[src/rtl/vga_pkg.sv]
// Shared VGA 640x480 timing constants, colour indices and span helper
// for the multi-obstacle render stage.
package vga_pkg;

  localparam int H_ACTIVE = 640;
  localparam int H_FP     = 16;
  localparam int H_SYNC   = 96;
  localparam int H_BP     = 48;
  localparam int H_TOTAL  = H_ACTIVE + H_FP + H_SYNC + H_BP;

  localparam int V_ACTIVE = 480;
  localparam int V_FP     = 10;
  localparam int V_SYNC   = 2;
  localparam int V_BP     = 33;
  localparam int V_TOTAL  = V_ACTIVE + V_FP + V_SYNC + V_BP;

  localparam logic [9:0] POS_OFF = 10'h3FF;

  typedef enum logic [1:0] {
    COL_BG    = 2'd0,
    COL_OBST  = 2'd1,
    COL_BIRD  = 2'd2,
    COL_BLANK = 2'd3
  } color_idx_e;

  // 11-bit so that an edge near 1023 plus its extent never wraps
  function automatic logic in_span(input logic [10:0] pos,
                                   input logic [10:0] lo,
                                   input logic [10:0] len);
    return (pos >= lo) && (pos < lo + len);
  endfunction

endpackage

[src/rtl/vga_timing_gen.sv]
// Pixel-enable divider plus h/v raster counters; derives raw sync flags,
// the active-area flag and the start-of-vertical-blanking tick.
module vga_timing_gen
  import vga_pkg::*;
#(
  parameter int CLK_DIV      = 2,
  parameter int H_ACT_PIX    = H_ACTIVE,
  parameter int H_FP_PIX     = H_FP,
  parameter int H_SYNC_PIX   = H_SYNC,
  parameter int H_BP_PIX     = H_BP,
  parameter int V_ACT_LINES  = V_ACTIVE,
  parameter int V_FP_LINES   = V_FP,
  parameter int V_SYNC_LINES = V_SYNC,
  parameter int V_BP_LINES   = V_BP
) (
  input  logic       clk,
  input  logic       reset,
  output logic       pix_en,
  output logic [9:0] h_cnt,
  output logic [9:0] v_cnt,
  output logic       h_in_sync,
  output logic       v_in_sync,
  output logic       active,
  output logic       frame_tick
);

  localparam logic [1:0] DIV_LAST = 2'(CLK_DIV - 1);
  localparam logic [9:0] H_LAST   = 10'(H_ACT_PIX + H_FP_PIX + H_SYNC_PIX + H_BP_PIX - 1);
  localparam logic [9:0] V_LAST   = 10'(V_ACT_LINES + V_FP_LINES + V_SYNC_LINES + V_BP_LINES - 1);
  localparam logic [9:0] H_ACT_END  = 10'(H_ACT_PIX);
  localparam logic [9:0] H_SYNC_BEG = 10'(H_ACT_PIX + H_FP_PIX);
  localparam logic [9:0] H_SYNC_END = 10'(H_ACT_PIX + H_FP_PIX + H_SYNC_PIX);
  localparam logic [9:0] V_ACT_END  = 10'(V_ACT_LINES);
  localparam logic [9:0] V_SYNC_BEG = 10'(V_ACT_LINES + V_FP_LINES);
  localparam logic [9:0] V_SYNC_END = 10'(V_ACT_LINES + V_FP_LINES + V_SYNC_LINES);

  logic [1:0] div_cnt;

  // With CLK_DIV=1 the divider sits at 0 == DIV_LAST, so pix_en is constant high
  assign pix_en     = (div_cnt == DIV_LAST);
  assign h_in_sync  = (h_cnt >= H_SYNC_BEG) && (h_cnt < H_SYNC_END);
  assign v_in_sync  = (v_cnt >= V_SYNC_BEG) && (v_cnt < V_SYNC_END);
  assign active     = (h_cnt < H_ACT_END) && (v_cnt < V_ACT_END);
  assign frame_tick = pix_en && (h_cnt == 10'd0) && (v_cnt == V_ACT_END);

  // Divider and raster counters; raster moves only on pix_en
  always_ff @(posedge clk or negedge reset) begin
    if (!reset) begin
      div_cnt <= 2'd0;
      h_cnt   <= 10'd0;
      v_cnt   <= 10'd0;
    end else begin
      div_cnt <= pix_en ? 2'd0 : div_cnt + 2'd1;
      if (pix_en) begin
        if (h_cnt == H_LAST) begin
          h_cnt <= 10'd0;
          v_cnt <= (v_cnt == V_LAST) ? 10'd0 : v_cnt + 10'd1;
        end else begin
          h_cnt <= h_cnt + 10'd1;
        end
      end
    end
  end

endmodule

[src/rtl/vga_render_multi.sv]
// Renders bird + NUM_OBST pipe obstacles onto the VGA raster from shadow
// copies of the positions, through an aligned two-stage pixel pipeline.
module vga_render_multi
  import vga_pkg::*;
#(
  parameter int NUM_OBST     = 4,
  parameter int COLOR_BITS   = 1,
  parameter int CLK_DIV      = 2,
  parameter int BIRD_SIZE    = 16,
  parameter int OBST_WIDTH   = 40,
  parameter int GAP_HEIGHT   = 100,
  parameter bit SYNC_POL     = 1'b0,
  parameter int H_ACT_PIX    = H_ACTIVE,
  parameter int H_FP_PIX     = H_FP,
  parameter int H_SYNC_PIX   = H_SYNC,
  parameter int H_BP_PIX     = H_BP,
  parameter int V_ACT_LINES  = V_ACTIVE,
  parameter int V_FP_LINES   = V_FP,
  parameter int V_SYNC_LINES = V_SYNC,
  parameter int V_BP_LINES   = V_BP
) (
  input  logic                    clk,
  input  logic                    reset,
  input  logic [9:0]              BirdXdraw,
  input  logic [9:0]              BirdYdraw,
  input  logic [10*NUM_OBST-1:0]  X_Edge_O,
  input  logic [10*NUM_OBST-1:0]  Y_Edge_O,
  output logic                    vga_h_sync,
  output logic                    vga_v_sync,
  output logic [COLOR_BITS-1:0]   vga_r,
  output logic [COLOR_BITS-1:0]   vga_g,
  output logic [COLOR_BITS-1:0]   vga_b,
  output logic                    frame_tick
);

  localparam logic [10:0] BIRD_LEN = 11'(BIRD_SIZE);
  localparam logic [10:0] OBST_LEN = 11'(OBST_WIDTH);
  localparam logic [10:0] GAP_LEN  = 11'(GAP_HEIGHT);
  localparam logic [COLOR_BITS-1:0] C_MAX  = '1;
  localparam logic [COLOR_BITS-1:0] C_ZERO = '0;

  logic       pix_en, h_in_sync, v_in_sync, active;
  logic [9:0] h_cnt, v_cnt;
  logic [10:0] h_pos, v_pos;

  vga_timing_gen #(
    .CLK_DIV(CLK_DIV),
    .H_ACT_PIX(H_ACT_PIX), .H_FP_PIX(H_FP_PIX), .H_SYNC_PIX(H_SYNC_PIX), .H_BP_PIX(H_BP_PIX),
    .V_ACT_LINES(V_ACT_LINES), .V_FP_LINES(V_FP_LINES),
    .V_SYNC_LINES(V_SYNC_LINES), .V_BP_LINES(V_BP_LINES)
  ) u_timing (
    .clk(clk), .reset(reset), .pix_en(pix_en), .h_cnt(h_cnt), .v_cnt(v_cnt),
    .h_in_sync(h_in_sync), .v_in_sync(v_in_sync), .active(active),
    .frame_tick(frame_tick)
  );

  assign h_pos = {1'b0, h_cnt};
  assign v_pos = {1'b0, v_cnt};

  logic [9:0]             bird_x_sh, bird_y_sh;
  logic [10*NUM_OBST-1:0] obst_x_sh, obst_y_sh;

  // Positions are captured once per frame at the start of vertical blanking
  always_ff @(posedge clk or negedge reset) begin
    if (!reset) begin
      bird_x_sh <= POS_OFF;
      bird_y_sh <= POS_OFF;
      obst_x_sh <= {NUM_OBST{POS_OFF}};
      obst_y_sh <= {NUM_OBST{POS_OFF}};
    end else if (frame_tick) begin
      bird_x_sh <= BirdXdraw;
      bird_y_sh <= BirdYdraw;
      obst_x_sh <= X_Edge_O;
      obst_y_sh <= Y_Edge_O;
    end
  end

  logic                bird_hit, obst_any;
  logic [NUM_OBST-1:0] obst_hit;

  assign bird_hit = in_span(h_pos, {1'b0, bird_x_sh}, BIRD_LEN) &&
                    in_span(v_pos, {1'b0, bird_y_sh}, BIRD_LEN);

  for (genvar i = 0; i < NUM_OBST; i++) begin : g_obst
    assign obst_hit[i] = in_span(h_pos, {1'b0, obst_x_sh[10*i +: 10]}, OBST_LEN) &&
                         !in_span(v_pos, {1'b0, obst_y_sh[10*i +: 10]}, GAP_LEN);
  end

  assign obst_any = |obst_hit;

  logic s1_bird, s1_obst, s1_active, s1_hs, s1_vs;

  // Stage 1: hit flags and raw syncs for the current raster position
  always_ff @(posedge clk or negedge reset) begin
    if (!reset) begin
      s1_bird   <= 1'b0;
      s1_obst   <= 1'b0;
      s1_active <= 1'b0;
      s1_hs     <= 1'b0;
      s1_vs     <= 1'b0;
    end else if (pix_en) begin
      s1_bird   <= bird_hit;
      s1_obst   <= obst_any;
      s1_active <= active;
      s1_hs     <= h_in_sync;
      s1_vs     <= v_in_sync;
    end
  end

  color_idx_e col_idx;
  logic [COLOR_BITS-1:0] r_nxt, g_nxt, b_nxt;

  always_comb begin
    if (!s1_active)    col_idx = COL_BLANK;
    else if (s1_bird)  col_idx = COL_BIRD;
    else if (s1_obst)  col_idx = COL_OBST;
    else               col_idx = COL_BG;
  end

  always_comb begin
    r_nxt = C_ZERO;
    g_nxt = C_ZERO;
    b_nxt = C_ZERO;
    case (col_idx)
      COL_BIRD:  begin r_nxt = C_MAX; g_nxt = C_MAX; end
      COL_OBST:  g_nxt = C_MAX;
      COL_BG:    begin g_nxt = C_MAX; b_nxt = C_MAX; end
      COL_BLANK: r_nxt = C_ZERO;
      default:   r_nxt = C_ZERO;
    endcase
  end

  // Stage 2: colours and polarity-adjusted syncs leave together
  always_ff @(posedge clk or negedge reset) begin
    if (!reset) begin
      vga_r      <= C_ZERO;
      vga_g      <= C_ZERO;
      vga_b      <= C_ZERO;
      vga_h_sync <= ~SYNC_POL;
      vga_v_sync <= ~SYNC_POL;
    end else if (pix_en) begin
      vga_r      <= r_nxt;
      vga_g      <= g_nxt;
      vga_b      <= b_nxt;
      vga_h_sync <= s1_hs ? SYNC_POL : ~SYNC_POL;
      vga_v_sync <= s1_vs ? SYNC_POL : ~SYNC_POL;
    end
  end

endmodule

[config.mk]
export PLATFORM = sky130hd
export DESIGN_NAME = vga_render_multi
export DESIGN_NICKNAME = d
export VERILOG_FILES = /design/src/rtl/vga_pkg.sv /design/src/rtl/vga_timing_gen.sv /design/src/rtl/vga_render_multi.sv
export SDC_FILE = /design/constraint.sdc
export NUM_CORES = 1
export LEC_CHECK = 0
export ABC_AREA = 1
export CAP_MARGIN = 20
export CORE_ASPECT_RATIO = 0.7
export CORE_MARGIN = 4
export CORE_UTILIZATION = 55
export DETAILED_ROUTE_END_ITERATION = 7
export GPL_ROUTABILITY_DRIVEN = 1
export HOLD_SLACK_MARGIN = 0.1
export PLACE_DENSITY = 0.88
export SLEW_MARGIN = 25
export SYNTH_ARGS = -nofsm -noshare
export SYNTH_HDL_FRONTEND = slang
export SYNTH_SLANG_ARGS = --single-unit
[constraint.sdc]
create_clock -name clk -period 3 [get_ports clk]
set_input_delay 0.45 -clock clk [delete_from_list [all_inputs] [get_ports clk]]
set_output_delay 0.45 -clock clk [all_outputs]
set_load 0.01 [all_outputs]
# [After elaboration in Yosys (flattened, before gate mapping)]
# Cells that the tools add are included.
[word_totals] mem_bits_ro=0 wordCells=102 out_inout_bits=6 ramBits=0 regBits=132 latch_bits=0 input_bits=102 n_memories=0
[op_classes] n_eq_ne=6 n_lt_le_gt_ge=26 bitwise_logic=0 div=0 multipliers=0 n_addsub=13 n_reduce_logical=29 muxes=11 shifts=0
[ops] operator="$lt 10x11->1" n=10
[ops] operator="$ge 10x10->1" n=10
[ops] operator="$add 10x6->11 const B" n=4
[ops] operator="$add 10x7->11 const B" n=4
[ops] operator="$add 10x5->11 const B" n=2
[ops] operator="$add 10x1->10 const B" n=2
[ops] operator="$eq 10x10->1 const B" n=2
[ops] operator="$logic_and 1x1->1" n=20
[ops] operator="$lt 10x10->1 const B" n=2
[ops] operator="$lt 10x9->1 const B" n=2
[ops] operator="$mux 10" n=2
[ops] operator="$eq 10x9->1 const B" n=1
[ops] operator="$ge 10x10->1 const B" n=1
[ops] operator="$ge 10x9->1 const B" n=1
[ops] operator="$logic_not 10->1" n=1
[ops] operator="$mux 1" n=6
[ops] operator="$mux 2" n=3
[ops] operator="$eq 2x1->1 const B" n=2
[ops] operator="$logic_not 1->1" n=4
[ops] operator="$reduce_or 4->1" n=1
[ops] operator="$reduce_or 3->1" n=1
[ops] operator="$add 2x1->2 const B" n=1
[ops] operator="$eq 2x2->1 const B" n=1
[ops] operator="$logic_not 2->1" n=1
[ops] operator="$reduce_and 2->1" n=1

# [Depth between registers and ports, before layout]
[depth] word_depth=6 depth_mapped=15 ltp_nobuf=15

# [Cells and area by module]
# Synthesis repeated with hierarchy kept, for this count alone.
[hier_totals] hier_cells=1375 area_unflattened_um2=10804.1
[by_module_without_submodules] mod="vga_render_multi" area_each_um2=9460.3 n_inst=1 cells_each=1199 seq_area_each_um2=2880.3
[by_module_without_submodules] mod="vga_timing_gen" area_each_um2=1343.8 n_inst=1 cells_each=176 seq_area_each_um2=550.5

# [Worst setup path after synthesis]
# OpenSTA, ideal clock, no wires.
[synth_timing] path_kind="register to register" start="register obst_y_sh[22]" end="register s1_obst" required_ns=2.883 setup_ns=0.117 path_stages_with_launch=15 arrival_ns=1.963 synth_period_minus_slack_ns=2.080 n_path_buf=0 path_slack_ns=0.920 path_cell_list="dfstp_2 ha_1 nand2_1 nand2_1 o21ai_0 xor2_1 ha_1 nand2_1 a21boi_0 o211ai_1 nand3_1 nand3_1 nand3_1 nor2_1 nor2_1"
[synth_between] elab_chain_len=6 elab_cells_between_ends=7 cone_classes="1 x add/sub; 2 x order compare; 4 x reduce/logical"
[synth_lines] element="start, declared" line="vga_render_multi.sv:61" rtl="logic [10*NUM_OBST-1:0] obst_x_sh, obst_y_sh;"
[synth_lines] element="start signal, assigned" line="vga_render_multi.sv:69" rtl="obst_y_sh <= {NUM_OBST{POS_OFF}};"
[synth_lines] element="start signal, assigned" line="vga_render_multi.sv:74" rtl="obst_y_sh <= Y_Edge_O;"
[synth_lines] element="$add 10x7->11" line="vga_pkg.sv:30" rtl="return (pos >= lo) && (pos < lo + len);"
[synth_lines] element="$lt 10x11->1" line="vga_pkg.sv:30"
[synth_lines] element="$logic_and 1x1->1 *" line="vga_pkg.sv:30"
[synth_lines] element="$logic_not 1->1 *" line="vga_render_multi.sv:86" rtl="!in_span(v_pos, {1'b0, obst_y_sh[10*i +: 10]}, GAP_LEN);"
[synth_lines] element="$logic_and 1x1->1 *" line="vga_render_multi.sv:85" rtl="assign obst_hit[i] = in_span(h_pos, {1'b0, obst_x_sh[10*i +: 10]}, OBST_LEN) &&"
[synth_lines] element="$reduce_or 4->1 *" line="vga_render_multi.sv:89" rtl="assign obst_any = |obst_hit;"
[synth_lines] element="end signal, assigned" line="vga_render_multi.sv:103" rtl="s1_obst <= obst_any;"
[synth_lines] element="end, declared" line="vga_render_multi.sv:91" rtl="logic s1_bird, s1_obst, s1_active, s1_hs, s1_vs;"
# Every way passes the cells marked *; elsewhere a longest branch is shown, timed or not.
# A chain may end at the register's enable or synchronous reset.

# [Worst setup path in the final report]
[layout_timing] start="register u_timing.v_cnt[0]" end="output frame_tick"
[layout_between] elab_chain_len=2
[layout_lines] element="start, declared" line="vga_timing_gen.sv:20" rtl="output logic [9:0] v_cnt,"
[layout_lines] element="start signal, assigned" line="vga_timing_gen.sv:57" rtl="v_cnt <= (v_cnt == V_LAST) ? 10'd0 : v_cnt + 10'd1;"
[layout_lines] element="$eq 10x9->1" line="vga_timing_gen.sv:44" rtl="assign frame_tick = pix_en && (h_cnt == 10'd0) && (v_cnt == V_ACT_END);"
[layout_lines] element="$logic_and 1x1->1" line="vga_timing_gen.sv:44"
[layout_lines] element="end, declared" line="vga_render_multi.sv:33" rtl="output logic frame_tick"
# Every way passes these cells.

==> impl_metrics.json <==
{
  "yosysSeqAreaShare_pct": 31.7,
  "ys_async_sr_fraction_pct": 100,
  "crit_chain": "inv_4 > ha_1 > nand3_1 > nor4_2 > nand3_1 > bufinv_8 > clkdlybuf4s50_1",
  "core_area_sq_mm": 0.0191,
  "cts_root_buf": "clkbuf_16",
  "cp.arrival_ns": 2.40,
  "path_buf_inv": 3,
  "start_kind": "flop",
  "fmax_ghz": 0.350,
  "maxSlewViolCount": 0,
  "clk_pin_slew_ns": 0.06,
  "status": "finished, final reports clean",
  "io_buffers": 107,
  "cp-end-kind": "primary output",
  "groute.usage.overall_pct": 25.3,
  "cp.required_ns": 2.55,
  "critPathSlowestCell": "clkdlybuf4s50_1",
  "die_area_sq_mm": 0.0220,
  "routed-wl-met3_mm": 2.25,
  "via_per_inst": 5.46,
  "row_count": 42,
  "finalWorstSetupSlack_ns": 0.146,
  "worst_hold_path_type": "in -> async",
  "dr.pass1.iters": 5,
  "postRouteWirelength_mm": 27.9,
  "wire_per_inst_um": 15.6,
  "dieHeight_um": 125,
  "cts_hold_buf": 0,
  "cts_made_buffers": 17,
  "drcViolationCount": 0,
  "synthTopCellsByCount": "nand2_1 (352), ha_1 (186), inv_1 (177)",
  "grt_max_degree": 114,
  "cts_tree": "yes",
  "synth_top_area_share_pct": 24.8,
  "syn_inst": 1376,
  "wl_met1_mm": 12.8,
  "setup_viol": 0,
  "syn_to_final_growth_pct": 19.9,
  "drt_first_iter_violations": 764,
  "power_density_mw_per_mm2": 331,
  "maxCapViolCount": 0,
  "worstMarginPinSlew_ns": 0.786,
  "crit_top_cell": "nand3_1",
  "place_hpwl_mm": 20.1,
  "final_layout_size_suffix_gt1_share_pct": 13.9,
  "cp_slowest_stage_delay_ns": 0.53,
  "syn_avg_cell_area_sq_um": 7.87,
  "clkSinkCount": 132,
  "synth_fp_nets": 1664,
  "cp_max_fo": 8,
  "dr_wl_met2_mm": 12.2,
  "post-synth-top-count-cell": "nand2_1",
  "globalRouteOverflowTotal": 0,
  "fin_nets": 1797,
  "diodes": 0,
  "leakage_nw": 7.10,
  "pre_cts_ws_ns": 0.342,
  "cts_buffer_depth": 2,
  "grt_pass1_vias": 9567,
  "yosysWarnings": 0,
  "synth_top_area_cell": "dfstp_2",
  "fin_skew_ns": 0.00630,
  "gp_congestion": 0.941,
  "h-tree-depth": 4,
  "synth.area.top_cells": "dfstp_2 (25%), ha_1 (22%), nand2_1 (12%), dfrtp_1 (6.9%), inv_1 (6.1%)",
  "grt_setup_unrepaired": "no",
  "grt_pass1_wl_mm": 45.8,
  "vias": 9757,
  "finalCritPeriodShare_pct": 95.1,
  "setup_tns_ns": 0,
  "peakVddDrop_mv": 0.329,
  "syn_area_sq_mm": 0.0108,
  "antenna_left": 0,
  "dr.max_layer_used": "met4",
  "slew_headroom_pct": 47.6,
  "final_area_sq_mm": 0.0130,
  "synthFlopType": "dfstp_2",
  "dieWidth_um": 176,
  "synth_edf_count": 0,
  "synth-seq-cells": 132,
  "path_class": "reg -> out",
  "post_dp_cell_area_sq_mm": 0.0123,
  "final.min_clock_period_ns": 2.85,
  "antenna_found_initial": 0,
  "io_pins": 108,
  "final-hold-violation-count": 0,
  "synth.distinct_cells": 41,
  "crit_family": "buffers and inverters",
  "start_util_pct": 56.6,
  "worst_skew_pair.late_latency_ns": 0.43
}
==> what timing repair did <==
action                                  4_1_cts  5_1_grt
gates resized for setup                       3        2
endpoints found under the setup margin        1        1
buffers inserted                              0        5
gates cloned                                  0        1
==> layout make-up <==
| class | count | area [sq um] |
|---|---|---|
| Timing Repair Buffer | 137 | 1320 |
| Clock buffer | 21 | 492 |
| Sequential cell | 132 | 3430 |
| Multi-Input combinational cell | 1038 | 6530 |
| Timing Repair inverter | 1 | 5.00 |
| Fill cell | 1499 | 6150 |
| Clock inverter | 11 | 170 |
| Tap cell | 264 | 330 |
| Inverter | 182 | 699 |
==> final timing paths <==
check	startpoint	slack, ns	end	cells past startpoint
worst max-delay path	u_timing.v_cnt[0]	0.15	frame_tick	7
worst min-delay path	reset	0.12	u_timing.v_cnt[7]	1
worst max register to register	obst_x_sh[33]	0.47	s1_obst	14
worst min register to register	s1_vs	0.43	vga_v_sync	1
max in group asynchronous	reset	2.03	obst_x_sh[22]	2
min in group clk	s1_vs	0.43	vga_v_sync	1
==> metrics by stage <==
stage	util, %	hold slack (ns)	power, mW	cells
after floorplan	-	0.154	1.81	1376
after global placement	64.1	0.417	1.99	1748
after detailed placement	64.1	0.422	1.99	1748
after CTS	67.6	0.137	4.31	1780
after global routing	67.8	0.171	4.40	1786
final	67.8	0.120	4.30	1786
==> layout by cell type, fill, tap and decap left out, types with 12 or more instances in the layout <==
| master | instances |
|---|---|
| xor2_1 | 44 |
| nand2_1 | 352 |
| clkbuf_16 | 18 |
| a21o_1 | 12 |
| nor3_1 | 13 |
| nand3b_1 | 12 |
| buf_4 | 29 |
| nor2_1 | 88 |
| o21ai_2 | 27 |
| a21oi_1 | 76 |
| o21ai_1 | 52 |
| dfrtp_1 | 29 |
| o21ai_0 | 33 |
| nand3_1 | 76 |
| nand4_1 | 16 |
| inv_1 | 176 |
| dfstp_2 | 102 |
| ha_1 | 186 |
| clkdlybuf4s50_1 | 106 |
==> power by group <==
| part | internal, mW | switching [mW] |
|---|---|---|
| clock network | 1.51 | 0.830 |
| registers | 1.79 | 0 |
| logic | 0.117 | 0.0569 |
==> logic make-up after synthesis <==
kind of cell    count (synthesis)  synth area share [%]
compound gates                223                  12.1
xor+xnor                       50                  4.05
fa+ha+maj                     186                  21.5
buf+inv                       206                  8.05
flops                         132                  31.7
simple gates                  579                  22.6
==> worst register-to-register path: cells and delay by family (launching register included) <==
family / cells / cell delay, ns
fa+ha+maj: 1 / 0.31
simple gates: 8 / 0.69
flops: 1 / 0.55
buf+inv: 2 / 0.12
xor+xnor: 1 / 0.19
compound gates: 2 / 0.55
==> state kept, by name, summed over array words and instances (netlist names) <==
name / cells
vga_g: 1
s1_vs: 1
bird_y_sh: 10
obst_x_sh: 40
bird_x_sh: 10
s1_active: 1
vga_r: 1
u_timing.div_cnt: 2
u_timing.v_cnt: 10
obst_y_sh: 40
vga_b: 1
s1_bird: 1
vga_v_sync: 1
u_timing.h_cnt: 10
vga_h_sync: 1
s1_hs: 1
s1_obst: 1
==> metal layers <==
metal	up-vias	track usage (%)
met5	-	0
met4	0	8.43
met3	69	5.40
met2	386	39.4
met1	4478	35.0
li1	4824	-
No activity file was read; power rests on OpenSTA's default activity.
